[src/rtl/mt_state_ctrl_pkg.sv]
// mt_state_ctrl_pkg: shared thread state, instruction type and done-instruction encoding
package mt_state_ctrl_pkg;
  typedef enum logic [2:0] {IDLE = 3'd0, RUN = 3'd1, STEP = 3'd2, ERR = 3'd3} state_e;
  typedef struct packed {
    logic [7:0]  opcode;
    logic [23:0] operand;
  } instruction_s;
  localparam instruction_s kDONE = '{opcode: 8'hFF, operand: 24'h0};
  function automatic logic is_done(input instruction_s ins);
    return ins == kDONE;
  endfunction
endpackage

[src/rtl/mt_state_thread.sv]
// mt_state_thread: one hardware thread's IDLE/RUN/STEP/ERR FSM with single-step budget
module mt_state_thread
  import mt_state_ctrl_pkg::*;
#(
  parameter int STEP_W = 8
) (
  input  logic              clk,
  input  logic              n_reset,
  input  logic              retire_i,
  input  logic              done_i,
  input  logic              exc_i,
  input  logic              start_i,
  input  logic              step_i,
  input  logic              clear_i,
  input  logic [STEP_W-1:0] step_cnt_i,
  output state_e            state_o,
  output state_e            state_nxt_o
);
  state_e            state_q, state_d;
  logic [STEP_W-1:0] cnt_q, cnt_d;
  always_ff @(posedge clk or negedge n_reset) begin
    if (!n_reset) begin
      state_q <= IDLE;
      cnt_q   <= '0;
    end else begin
      state_q <= state_d;
      cnt_q   <= cnt_d;
    end
  end
  // an exception outranks both a done instruction and budget expiry
  always_comb begin
    state_d = state_q;
    cnt_d   = cnt_q;
    case (state_q)
      IDLE: begin
        if (start_i) state_d = RUN;
        else if (step_i && step_cnt_i != '0) begin
          state_d = STEP;
          cnt_d   = step_cnt_i;
        end
      end
      RUN: if (retire_i) state_d = exc_i ? ERR : done_i ? IDLE : RUN;
      STEP: begin
        if (retire_i) begin
          state_d = exc_i ? ERR : (done_i || cnt_q == STEP_W'(1)) ? IDLE : STEP;
          cnt_d   = (exc_i || done_i || cnt_q == STEP_W'(1)) ? '0 : cnt_q - 1'b1;
        end
      end
      ERR: if (clear_i) state_d = IDLE;
      default: begin
        state_d = ERR;
        cnt_d   = '0;
      end
    endcase
  end
  assign state_o     = state_q;
  assign state_nxt_o = state_d;
endmodule

[src/rtl/mt_state_ctrl.sv]
// mt_state_ctrl: per-thread run/step/error control with first-error latch
module mt_state_ctrl
  import mt_state_ctrl_pkg::*;
#(
  parameter  int THREADS = 2,
  parameter  int STEP_W  = 8,
  localparam int TW      = THREADS > 1 ? $clog2(THREADS) : 1
) (
  input  logic                       clk,
  input  logic                       n_reset,
  input  instruction_s               instruction_i,
  input  logic [TW-1:0]              thread_sel_i,
  input  logic                       stall_i,
  input  logic                       exception_i,
  input  logic                       net_start_i,
  input  logic                       net_step_i,
  input  logic                       net_clear_i,
  input  logic [TW-1:0]              net_tid_i,
  input  logic [STEP_W-1:0]          net_step_cnt_i,
  output state_e [THREADS-1:0]       state_o,
  output logic                       any_run_o,
  output logic                       err_valid_o,
  output logic [TW-1:0]              err_tid_o
);
  logic [THREADS-1:0] hit_net, hit_ret, run_v, err_v, enter_v;
  state_e [THREADS-1:0] nxt;
  logic          done;
  logic          any_run_q, err_valid_q;
  logic [TW-1:0] err_tid_q, err_tid_d, first_tid;
  assign done = is_done(instruction_i);
  for (genvar t = 0; t < THREADS; t++) begin : g_thr
    assign hit_net[t] = net_tid_i == TW'(t);
    assign hit_ret[t] = ~stall_i & (thread_sel_i == TW'(t));
    assign run_v[t]   = nxt[t] == RUN || nxt[t] == STEP;
    assign err_v[t]   = nxt[t] == ERR;
    assign enter_v[t] = err_v[t] & (state_o[t] != ERR);
    mt_state_thread #(.STEP_W(STEP_W)) u_thr (
      .clk        (clk),
      .n_reset    (n_reset),
      .retire_i   (hit_ret[t]),
      .done_i     (done),
      .exc_i      (exception_i),
      .start_i    (net_start_i & hit_net[t]),
      .step_i     (net_step_i & hit_net[t]),
      .clear_i    (net_clear_i & hit_net[t]),
      .step_cnt_i (net_step_cnt_i),
      .state_o    (state_o[t]),
      .state_nxt_o(nxt[t])
    );
  end
  // descending scan leaves the lowest entering id
  always_comb begin
    first_tid = '0;
    for (int i = THREADS - 1; i >= 0; i--) if (enter_v[i]) first_tid = TW'(i);
  end
  assign err_tid_d = (!err_valid_q && |enter_v) ? first_tid : err_tid_q;
  always_ff @(posedge clk or negedge n_reset) begin
    if (!n_reset) begin
      any_run_q   <= 1'b0;
      err_valid_q <= 1'b0;
      err_tid_q   <= '0;
    end else begin
      any_run_q   <= |run_v;
      err_valid_q <= |err_v;
      err_tid_q   <= err_tid_d;
    end
  end
  assign any_run_o   = any_run_q;
  assign err_valid_o = err_valid_q;
  assign err_tid_o   = err_tid_q;
endmodule

[config.mk]
export PLATFORM = sky130hd
export DESIGN_NAME = mt_state_ctrl
export DESIGN_NICKNAME = d
export VERILOG_FILES = /design/src/rtl/mt_state_ctrl_pkg.sv /design/src/rtl/mt_state_thread.sv /design/src/rtl/mt_state_ctrl.sv
export SDC_FILE = /design/constraint.sdc
export NUM_CORES = 1
export LEC_CHECK = 0
export ABC_AREA = 0
export ABC_CLOCK_PERIOD_IN_PS = 2600
export CORE_UTILIZATION = 40
export CTS_BUF_LIST = sky130_fd_sc_hd__clkbuf_16
export DETAILED_ROUTE_END_ITERATION = 10
export PLACE_DENSITY = 0.67
export REMOVE_ABC_BUFFERS = 1
export SYNTH_ARGS = -nofsm -noshare
export SYNTH_HDL_FRONTEND = slang
export SYNTH_HIERARCHICAL = 1
export SYNTH_SLANG_ARGS = --single-unit
[constraint.sdc]
create_clock -name clk -period 2.6 [get_ports clk]
set_input_delay 0.52 -clock clk [delete_from_list [all_inputs] [get_ports clk]]
set_output_delay 0.52 -clock clk [all_outputs]
set_load 0.1 [all_outputs]
==> results.md <==
Power and ir drop:
- Dividing total power by cell area gives a power density of 528 mW/mm^2.
- The share of total power in combinational logic is between 40% and 50%.
- The clock network burns 21.8% of the power.
- For this design the static power due to leakage is roughly 1.3 nW.
- The internal power is 940 uW.
- The largest voltage drop on the vdd net is about 0.00037 V.
- The fraction of power spent switching nets is 41.2%.
- The share of total power dissipated in sequential elements is 31.8%.
- The power spent charging and discharging nets is roughly 660 uW.

Clock tree:
- CTS built an H-tree with a depth of 1.
- After clock tree synthesis, the clock-pin slew on the worst setup and hold paths is around 0.07 ns.
- TritonCTS built the clock tree.
- Counting every sink on the clock net gives 25.
- TritonCTS created 3 clock buffers.
- For the worst-skew pair, the clock arrives at the later sink with an insertion delay of 0.26 ns.
- No sink is reached through more buffers than the 2 on the longest clock path.
- The root buffer cell chosen for the clock tree is clkbuf_16.

Detailed routing:
- The routed length per instance is 16.5 um.
- For this run, the detailed router's first-pass iteration total came to 4.
- In the routed layout, each cell is associated on average with a via count of between 5 and 6.
- Summed over all layers, the routed wires come to 6.21 mm.
- For this run, design rule violations remaining after detail routing come to 0.
- The number of nets still failing antenna checks after routing is 0.
- The iteration-0 DRC count of the detailed router is roughly 100.
- The count of vias placed by the detailed router is 2151.

Synth:
- The average instance area after synthesis is 9.12 sq um.
- The most used flip-flop cell after synthesis is dfrtp_1.
- The count of unique library cells instantiated by Yosys is 44.
- The Yosys warning count is 6.
- The post-synthesis register bit count is 25.
- The cell area that synthesis handed to floorplanning was about 0.0021 sq mm.
- The post-synthesis sequential area ratio is between 20 and 30%.
- The proportion of register bits with asynchronous set or reset after synthesis is 100%.
- The gate count of the mapped netlist is roughly 230.
- Yosys mapped a number of flops with a built-in enable equal to 0.

Flow run:
- The tool flagged a number of max-cap violations equal to 0.

Placed design:
- The number of buffer cells added on primary ports is between 50 and 60.
- The routability congestion estimate is 0.894.
- Timing analysis after detailed placement gives a worst setup slack of -0.270 ns.
- Detailed placement finished with a half-perimeter wire length of approximately 4.5 mm.

Layout:
- The layout overhead on the synthesized area is 45.0%.
- Leaving out fill and tap cells, the most frequent cell in the layout is buf_4.
- After the last flow step, the layout net total stands at approximately 360.
- The number of antenna cells inserted is 0.
- In the layout the commonest cells are buf_4 (39), clkdlybuf4s50_1 (33), dfrtp_1 (25).
- The fraction of layout instances using a drive strength above 1 is 20.7%.

STA:
- The maximum operating frequency is between 400 and 500 MHz.
- The worst path in the final design needs a cycle of about 2.5 ns, including I/O delays and setup.
- The worst path uses 94.5% of the clock period.
- The number of setup violations in the final report is 0.
- The final worst setup slack is between 0.1 and 0.15 ns.
- The final max-slew violation count is 0.
- Adding up every negative setup slack in the final design gives 0 ns.
- On the final layout, the worst clock skew is roughly 0.0032 ns.
- The number of hold violations in the final report is 0.

Setup path:
- STA classifies the critical path endpoint as a flop.
- The highest-delay cell along the critical path is clkdlybuf4s50_1.
- In this design, the stage delay of the slowest critical-path cell is 0.42 ns.
- Walking the worst path, the cells encountered are clkdlybuf4s50_1, nor4_2, nand4_1, nor4_2, buf_4, a21oi_1, o311ai_1, o311ai_1, buf_4, xnor2_2, o22ai_1.
- The type of the worst setup path is input port to flop.
- Of all nets on the critical path, the largest fanout is 4.
- The category of the worst setup path launch point is an input port.
- The required time of the critical path is 2.78 ns.
- At the worst endpoint, the arrival time is approximately 2.6 ns.

Global routing:
- The largest net degree at the start of global routing is 26.
- The first global-routing pass estimated 9.79 mm of wire.
- Global routing finished with a remaining overflow of 0.
- The total global routing track utilization is 23.1%.
- The initial antenna violation count is 0.
- The number of global-route vias before repair is 2038.

Status:
- The run finished with clean final reports.

Die:
- The number of top-level pins is 58.
- Once the floorplan was initialized, standard cells occupied about 43% of the core.
- The floorplan has 25 rows.
- The floorplan die width is 74.3 um.
- The placeable core region is 0.00488 sq mm.
- The height of the die is 74.3 um.
- The die area is roughly 0.0055 sq mm.

Worst hold path:
- The min-delay analysis places its worst path in the category flop to flop.
[per-stage QoR]
stage	utilization, %	power (mW)	instance area [sq um]	std cells	hold WS (ns)
3_3_place_gp	58.4	1.23	2850	369	0.493
3_5_place_dp	58.4	1.23	2850	369	0.499
5_1_grt	62.1	1.69	3030	376	0.553
6_report	62.1	1.60	3030	376	0.522
4_1_cts	60.1	1.59	2930	373	0.514
2_1_floorplan	-	0.962	2000	217	0.224
[power by group through the flow]
| stage | sequential [mW] | combinational [mW] | clock, mW |
|---|---|---|---|
| after CTS | 0.508 | 0.719 | 0.361 |
| after global placement | 0.516 | 0.713 | 0 |
| final | 0.509 | 0.741 | 0.349 |
| after floorplan | 0.706 | 0.257 | 0 |
| after detailed placement | 0.516 | 0.715 | 0 |
| after global routing | 0.518 | 0.792 | 0.375 |
[synth_stat cells, types with 3 or more instances]
cell type,number,area [sq um]
dfrtp_1,25,626
a32oi_1,24,210
inv_1,15,56.3
o211ai_1,12,90.1
nand3_1,10,50.1
nor3_1,10,50.1
nand2b_1,8,50.1
nor2_1,8,30.0
nor2b_1,8,50.1
nor4_1,8,50.1
a21oi_1,6,30.0
buf_2,6,30.0
o21ai_0,6,30.0
nand2_1,5,18.8
nor4_2,5,62.6
a21boi_0,4,30.0
a31oi_1,4,25.0
clkbuf_1,4,15.0
ha_1,4,50.1
mux2i_1,4,40.0
o311ai_0,4,35.0
or4_4,4,45.0
xnor2_1,4,35.0
and2_1,3,18.8
nand4_1,3,18.8
[layer usage]
layer / share of wire, % / GRT usage [%]
met4: 0.43 / 4.61
met1: 48 / 33.6
met3: 5.8 / 3.52
met5: 0 / 0
met2: 46 / 36.5
[worst paths after layout]
path / startpoint / to / slack [ns] / cells past startpoint
hold reg to reg: err_tid_o$_DFFE_PN0P_ / err_tid_o$_DFFE_PN0P_ / 0.52 / 1
max in group asynchronous: n_reset / g_thr[0].u_thr/cnt_q[3]$_DFFE_PN0P_ / 1.69 / 2
setup / recovery: instruction_i[9] / any_run_o$_DFF_PN0_ / 0.14 / 11
setup reg to reg: g_thr[1].u_thr/cnt_q[1]$_DFFE_PN0P_ / any_run_o$_DFF_PN0_ / 0.44 / 10
min in group asynchronous: n_reset / err_valid_o$_DFF_PN0_ / 0.64 / 2
hold / removal: err_tid_o$_DFFE_PN0P_ / err_tid_o$_DFFE_PN0P_ / 0.52 / 1
[sequential cells by signal (all words and copies together), names as in the netlist]
| signal | count |
|---|---|
| err_valid_o | 1 |
| g_thr.u_thr/cnt_q | 16 |
| err_tid_o | 1 |
| any_run_o | 1 |
| g_thr.u_thr/state_o | 6 |
[layout make-up]
class | count | area [sq um]
sequential | 25 | 626
timing repair buffer | 88 | 831
tap | 67 | 83.8
multi-input combinational | 177 | 1360
clock buffer | 3 | 75.1
clock inverter | 1 | 3.75
inverter | 15 | 56.3
fill | 437 | 1850
[critical path: cells and delay by family]
kind | cells | cell delay, ns
AO/OA/AOI/OAI | 4 | 0.67
XOR/XNOR | 1 | 0.12
AND/OR/NAND/NOR | 3 | 0.57
buffers and inverters | 3 | 0.76
[kinds of logic (layout without fill, tap and decap cells)]
group / after synthesis / after routing / share of synthesized area [%]
XOR/XNOR: 4 / 4 / 1.68
adder cells (fa/ha/maj): 4 / 4 / 2.40
AO/OA/AOI/OAI: 73 / 73 / 28.3
buffers and inverters: 29 / 107 / 7.48
multiplexers: 6 / 6 / 3.35
flip-flops: 25 / 25 / 29.9
AND/OR/NAND/NOR: 86 / 86 / 26.5
other: 2 / 4 / 0.359
[timing repair]
| action | 4_1_cts | 5_1_grt |
|---|---|---|
| pin swaps | 0 | 14 |
| gates resized for setup | 1 | 25 |
| hold buffers | 0 | 0 |
| buffers inserted | 0 | 3 |
| endpoints found under the hold margin | 0 | 0 |
| setup endpoints to repair | 2 | 3 |
(Power assumes the default switching activity.)
